==> config.mk <==
export PLATFORM = sky130hd
export DESIGN_NAME = mult_share_arb
export DESIGN_NICKNAME = d
export VERILOG_FILES = /design/src/rtl/mult_share_pkg.sv /design/src/rtl/rr_arbiter.sv /design/src/rtl/mult_share_arb.sv
export SDC_FILE = /design/constraint.sdc
export NUM_CORES = 1
export LEC_CHECK = 0
export BUFFER_PORTS_ARGS = -buffer_cell sky130_fd_sc_hd__buf_2
export CORE_MARGIN = 3
export CORE_UTILIZATION = 43
export DETAILED_ROUTE_END_ITERATION = 8
export HOLD_SLACK_MARGIN = 0.02
export PLACE_DENSITY = 0.75
export SLEW_MARGIN = 30
export SYNTH_ARGS = -nofsm -noshare
export SYNTH_HDL_FRONTEND = slang
export SYNTH_SLANG_ARGS = --single-unit
==> constraint.sdc <==
create_clock -name clk -period 1.5 [get_ports clk]
set_clock_uncertainty 0.15 [all_clocks]
set_input_delay 0.3 -clock clk [delete_from_list [all_inputs] [get_ports clk]]
set_output_delay 0.3 -clock clk [all_outputs]
set_load 0.01 [all_outputs]
==> src/rtl/mult_share_pkg.sv <==
// Shared sizing for the multiplier-sharing arbiter: default widths and operand/product types.
// No logic: constants and typedefs only.
// Not applicable: no handshakes live here.
package mult_share_pkg;

    localparam int W_DEF    = 4;
    localparam int NREQ_DEF = 4;
    localparam int ID_W     = $clog2(NREQ_DEF);

    typedef logic [W_DEF-1:0]   operand_t;
    typedef logic [2*W_DEF-1:0] product_t;

endpackage

==> src/rtl/rr_arbiter.sv <==
// One-hot request arbiter; round-robin when MULT_SHARE_RR_EN is defined, else fixed lowest-index priority.
// Latency: grant is combinational from req_i and the pointer.
// Backpressure: pointer moves only on adv_i, so a grant that is not taken does not rotate priority.
module rr_arbiter
    import mult_share_pkg::*;
#(
    parameter int NREQ = NREQ_DEF
) (
    input  logic            clk,
    input  logic            rst_n,
    input  logic [NREQ-1:0] req_i,
    input  logic            adv_i,
    output logic [NREQ-1:0] gnt_o
);

    localparam int PW = $clog2(NREQ);

`ifdef MULT_SHARE_RR_EN
    logic [PW-1:0] ptr_q, ptr_d;

    // Search starts one past the last winner and wraps modulo NREQ.
    always_comb begin : rr_pick
        logic found;
        int   idx;
        gnt_o = '0;
        found = 1'b0;
        idx   = 0;
        for (int k = 1; k <= NREQ; k++) begin
            idx = (int'(ptr_q) + k) % NREQ;
            if (!found && req_i[idx]) begin
                gnt_o[idx] = 1'b1;
                found      = 1'b1;
            end
        end
    end

    always_comb begin
        ptr_d = ptr_q;
        for (int k = 0; k < NREQ; k++) begin
            if (adv_i && gnt_o[k]) begin
                ptr_d = PW'(k);
            end
        end
    end

    always_ff @(posedge clk or negedge rst_n) begin
        if (!rst_n) begin
            ptr_q <= PW'(NREQ - 1);
        end else begin
            ptr_q <= ptr_d;
        end
    end
`else
    logic unused_ok;
    assign unused_ok = ^{clk, rst_n, adv_i};

    // Isolate the lowest set bit.
    assign gnt_o = req_i & (~req_i + NREQ'(1));
`endif

endmodule

==> src/rtl/mult_share_arb.sv <==
// Shares one external combinational multiplier among NREQ requesters; round-robin via MULT_SHARE_RR_EN.
// Latency: 2 cycles from request handshake to rsp_valid; 1 request per cycle sustained.
// Backpressure: rsp_ready low stalls S2, then S1, then drops every req_ready.
module mult_share_arb
    import mult_share_pkg::*;
#(
    parameter int NREQ = NREQ_DEF,
    parameter int W    = W_DEF
) (
    input  logic                     clk,
    input  logic                     rst_n,
    input  logic [NREQ-1:0]          req_valid,
    output logic [NREQ-1:0]          req_ready,
    input  logic [NREQ*W-1:0]        req_x,
    input  logic [NREQ*W-1:0]        req_y,
    output logic [W-1:0]             mul_x,
    output logic [W-1:0]             mul_y,
    input  logic [2*W-1:0]           mul_p,
    output logic                     rsp_valid,
    input  logic                     rsp_ready,
    output logic [$clog2(NREQ)-1:0]  rsp_id,
    output logic [2*W-1:0]           rsp_p
);

    localparam int IW = $clog2(NREQ);

    logic            s1_v_q, s1_v_d;
    logic [W-1:0]    s1_x_q, s1_x_d;
    logic [W-1:0]    s1_y_q, s1_y_d;
    logic [IW-1:0]   s1_id_q, s1_id_d;
    logic            s2_v_q, s2_v_d;
    logic [2*W-1:0]  s2_p_q, s2_p_d;
    logic [IW-1:0]   s2_id_q, s2_id_d;

    logic            s1_free, s2_free, accept;
    logic [NREQ-1:0] gnt;
    logic [W-1:0]    sel_x, sel_y;
    logic [IW-1:0]   sel_id;

    assign s2_free = !s2_v_q || rsp_ready;
    assign s1_free = !s1_v_q || s2_free;

    rr_arbiter #(.NREQ(NREQ)) u_arb (
        .clk   (clk),
        .rst_n (rst_n),
        .req_i (req_valid),
        .adv_i (accept),
        .gnt_o (gnt)
    );

    // Grant only targets valid requesters, so req_ready alone marks a handshake.
    assign req_ready = gnt & {NREQ{s1_free && rst_n}};
    assign accept    = |req_ready;

    always_comb begin
        sel_x  = '0;
        sel_y  = '0;
        sel_id = '0;
        for (int i = 0; i < NREQ; i++) begin
            if (req_ready[i]) begin
                sel_x  = req_x[i*W +: W];
                sel_y  = req_y[i*W +: W];
                sel_id = IW'(i);
            end
        end
    end

    always_comb begin
        s1_v_d  = s1_v_q && !s2_free;
        s1_x_d  = s1_x_q;
        s1_y_d  = s1_y_q;
        s1_id_d = s1_id_q;
        if (accept) begin
            s1_v_d  = 1'b1;
            s1_x_d  = sel_x;
            s1_y_d  = sel_y;
            s1_id_d = sel_id;
        end

        s2_v_d  = s2_v_q && !rsp_ready;
        s2_p_d  = s2_p_q;
        s2_id_d = s2_id_q;
        if (s1_v_q && s2_free) begin
            s2_v_d  = 1'b1;
            s2_p_d  = mul_p;
            s2_id_d = s1_id_q;
        end
    end

    always_ff @(posedge clk or negedge rst_n) begin
        if (!rst_n) begin
            s1_v_q  <= 1'b0;
            s1_x_q  <= '0;
            s1_y_q  <= '0;
            s1_id_q <= '0;
            s2_v_q  <= 1'b0;
            s2_p_q  <= '0;
            s2_id_q <= '0;
        end else begin
            s1_v_q  <= s1_v_d;
            s1_x_q  <= s1_x_d;
            s1_y_q  <= s1_y_d;
            s1_id_q <= s1_id_d;
            s2_v_q  <= s2_v_d;
            s2_p_q  <= s2_p_d;
            s2_id_q <= s2_id_d;
        end
    end

    assign mul_x     = s1_x_q;
    assign mul_y     = s1_y_q;
    assign rsp_valid = s2_v_q;
    assign rsp_p     = s2_p_q;
    assign rsp_id    = s2_id_q;

endmodule

* Word-level counts from Yosys, hierarchy flattened *
Cells that the tools add are included.

cells by class
  add/subtract/negate cells = 1
  mux-type cells = 13
  bitwise logic cells = 3
  reduce and logical (&&, ||, !) cells = 11

operator list
  kind                                                            count
  4-bit 2-to-1 mux                                                8
  4-bit bitwise AND                                               2
  4-bit by 1-bit adder with 4-bit output (second input constant)  1
  1-bit logical AND                                               4
  1-bit zero test                                                 4
  2-bit 2-to-1 mux                                                2
  4-bit NOT                                                       1
  4-bit OR reduction                                              1
  1-bit 2-to-1 mux                                                3
  1-bit logical OR                                                2

storage, ports and cells
  register bits after elaboration = 22
  output and inout bits = 23
  word-level logic and storage cells = 35

* Depth between registers and ports, before layout *
Gate-level depths: netlist (run 1).

  depth after elaboration = 9
  gate-level depth with buffers = 4

* By module *
From an unflattened synthesis (run 1), not the netlist that was laid out.

unflattened totals
  cell total of the unflattened synthesis = 126
  area total of the unflattened synthesis = 1290.0 um2

modules (own cells, without submodules)
  module          instances  cells an instance  area each (um2)
  mult_share_arb  1          122                1253.7
  rr_arbiter      1          4                  36.3

* Least setup slack after synthesis (run 1) *
No wires, ideal clock.

  path type = reg-to-output
  start point = reg s2_v_q (netlist: rsp_valid)
  end point = out req_ready[1]
  data arrival time = 1.171 ns
  slack = -0.121 ns
  stages on the path, launching flop included = 5
  path buffers = 1
  cells stage by stage = dfrtp_1 -> nand3b_1 -> clkbuf_1 -> nand2_1 -> nor3_1

on the way
  cells in the longest elaborated chain, start to end = 5

ends and longest elaborated chain
  item                    line                   source
  from (decl)             mult_share_arb.sv:31   logic s2_v_q, s2_v_d;
  from (signal assigned)  mult_share_arb.sv:104  s2_v_q <= s2_v_d;
  1-bit zero test         mult_share_arb.sv:40   assign s2_free = !s2_v_q || rsp_ready;
  1-bit logical OR        mult_share_arb.sv:40
  1-bit logical OR        mult_share_arb.sv:41   assign s1_free = !s1_v_q || s2_free;
  1-bit logical AND       mult_share_arb.sv:52   assign req_ready = gnt & {NREQ{s1_free && rst_n}};
  4-bit bitwise AND       mult_share_arb.sv:52
  to (decl)               mult_share_arb.sv:13   output logic [NREQ-1:0] req_ready,

No other way between the ends.

* Final worst setup path (run 1) *
  start point = reg s1_v_q
  end point = out req_ready[1]

on the way
  cells in the longest elaborated chain, start to end = 4

ends and longest elaborated chain
  item                    line                   source
  from (decl)             mult_share_arb.sv:27   logic s1_v_q, s1_v_d;
  from (signal assigned)  mult_share_arb.sv:100  s1_v_q <= s1_v_d;
  1-bit zero test         mult_share_arb.sv:41
  1-bit logical OR        mult_share_arb.sv:41
  1-bit logical AND       mult_share_arb.sv:52
  4-bit bitwise AND       mult_share_arb.sv:52

No other way between the ends.

==> results of run 1 <==
[where the power goes]
| group | total, mW | internal (mW) | switching, mW |
|---|---|---|---|
| sequential | 0.757 | 0.699 | 0.0576 |
| clock | 0.273 | 0.0939 | 0.179 |
| combinational | 0.609 | 0.331 | 0.278 |
[metal layers]
metal  up-vias  share of wire [%]
met5         -                  0
met4         0                1.1
met3         4                6.0
met2        54                 50
met1       615                 43
li1        614                  -
[final timing paths]
check                                            from                    end  slack, ns  cells past startpoint
max in group asynchronous                       rst_n   mul_y[0]$_DFFE_PN0P_       1.06                      3
worst min register to register  rsp_id[1]$_DFFE_PN0P_  rsp_id[1]$_DFFE_PN0P_       0.36                      1
worst min-delay path                            rst_n   rsp_p[0]$_DFFE_PN0P_      0.004                      3
worst max register to register       s1_v_q$_DFF_PN0_   mul_y[3]$_DFFE_PN0P_      -0.13                      5
min in group clk                             mul_p[3]   rsp_p[3]$_DFFE_PN0P_       0.06                      2
worst max-delay path                 s1_v_q$_DFF_PN0_           req_ready[1]      -0.26                      4
[per-stage QoR]
step           instance area [sq um]  TNS, ns  utilization (%)  hold slack [ns]  power [mW]
4_1_cts                         1881   -1.075            72.61          -0.1291       1.607
3_3_place_gp                    1735   -1.869            67.00           0.1859       1.267
3_5_place_dp                    1735   -2.156            67.00           0.1909       1.290
5_1_grt                         1933   -2.189            74.64          0.02618       1.716
2_1_floorplan                   1257  -0.1465                -          -0.1456       1.024
6_report                        1933   -1.452            74.64         0.004236       1.639
[timing repair]
action,CTS,global route
endpoints found under the hold margin,22,22
endpoints found under the setup margin,5,13
setup buffers,4,3
cloned,2,0
resized for setup,11,4
pin swaps,7,4
[cell usage in the layout, fill, tap and decap left out, types with 2 or more instances in the layout]
cell type  instances
a211oi_1           6
a211oi_2           2
a31oi_1            7
and3_1             7
and3_4             2
buf_12             3
buf_2             68
buf_4             14
buf_6              2
bufbuf_16          2
clkbuf_4           3
dfrtp_1           22
inv_1              2
mux2_2            10
nand2_1           12
nand2b_1           3
nor4b_2            7
o221ai_1           8
[tightest hold or removal path, delay by kind of cell]
kind / cells / cell delay, ns
buffers and inverters: 3 / 0.52
[cell type report]
cell class,instances,area share (%)
multi-input combinational,81,36.38
sequential,22,28.48
inverter,3,0.5825
timing repair buffer,90,31.46
tap,30,1.942
clock buffer,3,1.165
[flip-flops by register name, indices dropped and copies added (netlist names)]
name and cells:
rsp_id 2, rsp_valid 1, mul_x 4, s1_id_q 2, mul_y 4, rsp_p 8
s1_v_q 1
[kinds of logic (layout without fill, tap and decap cells)]
logic type | Yosys count | after routing
flops | 22 | 22
mux | 10 | 10
simple gates | 43 | 43
compound gates | 28 | 28
buf+inv | 13 | 96
==> key figures, run 1 <==
Finish
  – Synth-to-layout area growth: 56.69%
  – Layout cell share with drive strength beyond 1: 61.81%
  – Reg area: 550.5 sq um
  – Area of the multi-input gates: 703.2 sq um
  – Fin nets: 248
  – Final Non-Filler Cells: between 200 and 250
  – Fill cells: 184
  – Inserted Diodes: 0

Setup path
  – Worst setup SP type: register
  – Total buffers and inverters traversed by the critical path: 1
  – CP Max Fanout: 4
  – Worst Path Class, Setup: reg -> out
  – Crit-path cells: nand3b_1 > nand2_2 > nor3_2 > buf_2
  – Critical Path Slowest Stage Cell: dfrtp_1
  – CP endpoint kind: output port
  – Worst EP required: 1.05 ns
  – Max incr delay on CP: 0.42 ns
  – Critical path's top delay family: simple AND/OR/NAND/NOR gates
  – Arrival time worst endpoint: 1.31 ns

Clocking
  – CTS Buf Count: 3
  – CTS max path bufs: 2
  – Htree depth: 1
  – Root buffer cell: clkbuf_4
  – CTS tree: yes
  – Skew-Pair Late Insertion Delay: 0.31 ns
  – Clock Sinks: 22
  – Worst-path clk slew: 0.12 ns

Run
  – Max-Cap Viols: 0

Global route
  – Met2 Resource Use GR: 35.41%
  – GRT Total Usage: a little over a fifth
  – First-pass GRT wire length: 5.699 mm
  – Overflow after GRT: 0
  – Initial antenna violation count: 0
  – Met3 usage: 1.307%
  – Met1 Use GR: approximately 30%
  – Largest net degree at the start of global routing: 49
  – Vias in the first global route: 1,222
  – GR peak layer: met2

Logic synthesis
  – Area leader, netlist: dfrtp_1
  – Syn Area/Cell: 10.64 sq um
  – Area share of the leading cell type in the synthesized netlist: 44.62%
  – Post-synthesis sequential area ratio: between 40% and 50%
  – Post-synthesis adder-cell area fraction: 0%
  – Post-synth EDFFs: 0
  – Dominant synthesized flop cell: dfrtp_1
  – Syn Inst Count: 116
  – Synth Area in Simple Gates: 24.85%
  – Post-synthesis mux area share: around 9.1%
  – Ys async rst share: 100.0%
  – Post-Synth XOR/XNOR Area: 0%
  – FF+latch count, synth: 22
  – Most numerous cell in the Yosys netlist: dfrtp_1
  – Synth warnings: 0
  – Synth Area in Compound Gates: 17.04%
  – Largest cells by area after synthesis: dfrtp_1 45%, nor4b_2 9.7%, mux2_2 9.1%, o221ai_1 5.7%, a211oi_1 4.9%
  – Cell Area, Synth: between 0.001 and 0.0015 sq mm
  – Largest family of logic cells by synthesized area: simple AND/OR/NAND/NOR gates
  – Yosys cell types: 25
  – Post-synth top cells: 22 x dfrtp_1, 13 x nand2_1, 10 x mux2_2
  – Syn_nets: 163

STA
  – Final setup vio count: 12
  – Setup WS post-layout: -0.2622 ns
  – Slew of the pin with the lowest slew margin: 0.2905 ns
  – Fin crit share: 117.5%
  – Fin. Hold Viols: 0
  – Period minus WS final: 1.762 ns
  – Slew Limit Fails: 0
  – Max-slew headroom: a little over 80%
  – FMAX: between 500 and 600 MHz
  – Unrepaired setup endpoints after global routing: true

Placed design
  – Dpl hpwl: 2.618 mm
  – RD Place Congestion: ~0.83
  – Port Buf Inserts: 69
  – Pre-CTS setup slack: -0.2688 ns
  – Dpl cells: 219

Floorplanning
  – Core footprint: 0.002590 sq mm
  – Chip Height: 59.57 microns
  – Ports: 70
  – Die Footprint: 0.003548 sq mm
  – Die width: 59.57 microns
  – Row count: 18
  – Starting Density: 47.63%

Outcome
  – Failing checks: negative setup slack
  – Status: finished with violations

Min path
  – Path category of the worst min-delay check: in -> async

Route
  – Via/cell ratio: 5.620
  – First-pass detailed-route iteration total: 4
  – DRT iter0 DRCs: 68
  – Routed Wire Length: around 3.8 mm
  – Final ANT Viol Nets: 0
  – Via Count: 1,287
  – Routed len/inst: 16.42 microns
  – # DRC: 0

Power
  – Pleak: around 0.9 nW
  – Pwr Density: between 800 and 900 mW/mm^2
  – VDD IR max: 0.0006705 V
(Power assumes the default switching activity.)
==> inputs of run 2 (changes only) <==
--- a/config.mk
+++ b/config.mk
@@ -6,7 +6,7 @@
 export NUM_CORES = 1
 export LEC_CHECK = 0
 export BUFFER_PORTS_ARGS = -buffer_cell sky130_fd_sc_hd__buf_2
-export CORE_MARGIN = 3
+export CORE_MARGIN = 1
 export CORE_UTILIZATION = 43
 export DETAILED_ROUTE_END_ITERATION = 8
 export HOLD_SLACK_MARGIN = 0.02
==> key figures, run 2 (synthesis results as in run 1) <==
Outcome
  – Status: finished with violations
  – Failing checks: negative setup slack

Clocking
  – CTS Buf Count: 3
  – Skew-Pair Late Insertion Delay: 0.31 ns
  – Htree depth: 1
  – Clock Sinks: 22
  – CTS tree: yes
  – Worst-path clk slew: 0.12 ns
  – Root buffer cell: clkbuf_4
  – CTS max path bufs: 2

Placed design
  – Dpl cells: 221
  – RD Place Congestion: 0.7397
  – Dpl hpwl: around 2.5 mm
  – Port Buf Inserts: 69
  – Pre-CTS setup slack: -0.2728 ns

Setup path
  – Arrival time worst endpoint: 1.34 ns
  – Worst setup SP type: register
  – Worst EP required: between 1 and 1.5 ns
  – Worst Path Class, Setup: reg -> out
  – CP Max Fanout: 3
  – CP endpoint kind: output port

STA
  – FMAX: 560.1 MHz
  – Slew of the pin with the lowest slew margin: 0.4308 ns
  – Fin. Hold Viols: 0
  – Slew Limit Fails: 0
  – Final setup vio count: 14
  – Fin crit share: 119.0%
  – Unrepaired setup endpoints after global routing: true
  – Period minus WS final: 1.786 ns
  – Setup WS post-layout: -0.2856 ns
  – Max-slew headroom: 71.18%

Min path
  – Path category of the worst min-delay check: in -> reg

Floorplanning
  – Die width: 55.57 microns
  – Starting Density: 45.13%
  – Ports: 70
  – Die Footprint: 0.003087 sq mm
  – Core footprint: 0.002734 sq mm
  – Row count: 19
  – Chip Height: between 50 and 60 microns

Route
  – Via Count: around 1,300
  – # DRC: 0
  – Via/cell ratio: 5.716
  – Final ANT Viol Nets: 0
  – DRT iter0 DRCs: 17
  – Routed len/inst: roughly 15 microns
  – Routed Wire Length: 3.619 mm
  – First-pass detailed-route iteration total: 4

Global route
  – GRT Total Usage: around 25%
  – Overflow after GRT: 0
  – Vias in the first global route: 1,365
  – Initial antenna violation count: 0
  – First-pass GRT wire length: 6.127 mm
  – Largest net degree at the start of global routing: 20

Power
  – Flop pwr share: a little over two fifths
  – Comb pwr share: 37.4%
  – Pwr Density: 844.3 mW/mm^2
  – Clock power frac: around a fifth
  – Psw: 0.5474 mW
  – VDD IR max: 0.0006346 V
  – Internal power: 1.199 mW
  – Pleak: 0.9373 nW
  – Sw frac: around a third

Finish
  – Inserted Diodes: 0
  – Fin nets: 253
  – Layout cell share with drive strength beyond 1: 65.37%
  – Final Non-Filler Cells: 236
  – Most common cell after layout, fill and taps aside: buf_2
  – Post-layout util: 75.65%
  – Most frequent cells in the layout: 67 x buf_2, 22 x dfrtp_1, 15 x buf_4, 12 x nand2_1, 10 x mux2_2
  – Max reg flops: 8
  – Synth-to-layout area growth: 67.65%

Run
  – Max-Cap Viols: 0
run 2: layer usage:
layer / GRT usage (%) / share of wire (%)
met5: 0 / 0
met4: 7.500 / 0.64
met3: 1.639 / 6.4
met2: 45.44 / 51
met1: 32.47 / 41
run 2: stage by stage:
stage | setup TNS [ns] | hold slack [ns] | total power, mW | cell area [sq um]
after global placement | -1.571 | -0.006643 | 1.267 | 1732
final | -2.084 | 0.06276 | 1.746 | 2068
after CTS | -2.423 | 0.06708 | 1.738 | 2061
after detailed placement | -2.062 | -0.004789 | 1.288 | 1732
after global routing | -2.785 | 0.05082 | 1.838 | 2068
after floorplan | -0.1465 | -0.1456 | 1.024 | 1257
run 2: timing repair:
action	in CTS	in global routing
hold buffers	3	0
gates cloned	1	0
endpoints found under the setup margin	10	14
gates resized for setup	25	2
pin swaps	13	4
setup buffers	7	0
endpoints found under the hold margin	22	0
run 2: cell type report:
class | instances | area [sq um]
inverters | 3 | 11.26
clock buffers | 4 | 36.28
fillers | 174 | 665.6
repair buffers | 95 | 640.6
flip-flops and latches | 22 | 550.5
multi-input cells | 81 | 790.8
well taps | 31 | 38.79
run 2: path summary, 6_finish.rpt:
kind / cells after the start / slack [ns] / from / to
setup / recovery: 5 / -0.29 / s1_v_q$_DFF_PN0_ / req_ready[3]
hold / removal: 2 / 0.06 / mul_p[0] / rsp_p[0]$_DFFE_PN0P_
setup reg to reg: 7 / -0.17 / s1_v_q$_DFF_PN0_ / s1_id_q[0]$_DFFE_PN0P_
hold reg to reg: 1 / 0.36 / rsp_p[6]$_DFFE_PN0P_ / rsp_p[6]$_DFFE_PN0P_
max in group asynchronous: 3 / 0.39 / rst_n / rsp_p[6]$_DFFE_PN0P_
min in group asynchronous: 2 / 0.32 / rst_n / s1_id_q[1]$_DFFE_PN0P_
run 2: worst max-delay path, cell delays in order (launching register included):
cell and delay, ns:
dfrtp_1 0.40, nand3b_1 0.16, nand2_2 0.13, buf_12 0.15, nor2_4 0.08, buf_6 0.10
run 2: power by group through the flow:
stage	Combinational, mW	Clock, mW	Sequential (mW)
2_1_floorplan	0.213	0	0.811
3_3_place_gp	0.507	0	0.760
3_5_place_dp	0.522	0	0.766
4_1_cts	0.644	0.328	0.766
5_1_grt	0.701	0.358	0.779
6_report	0.653	0.328	0.765
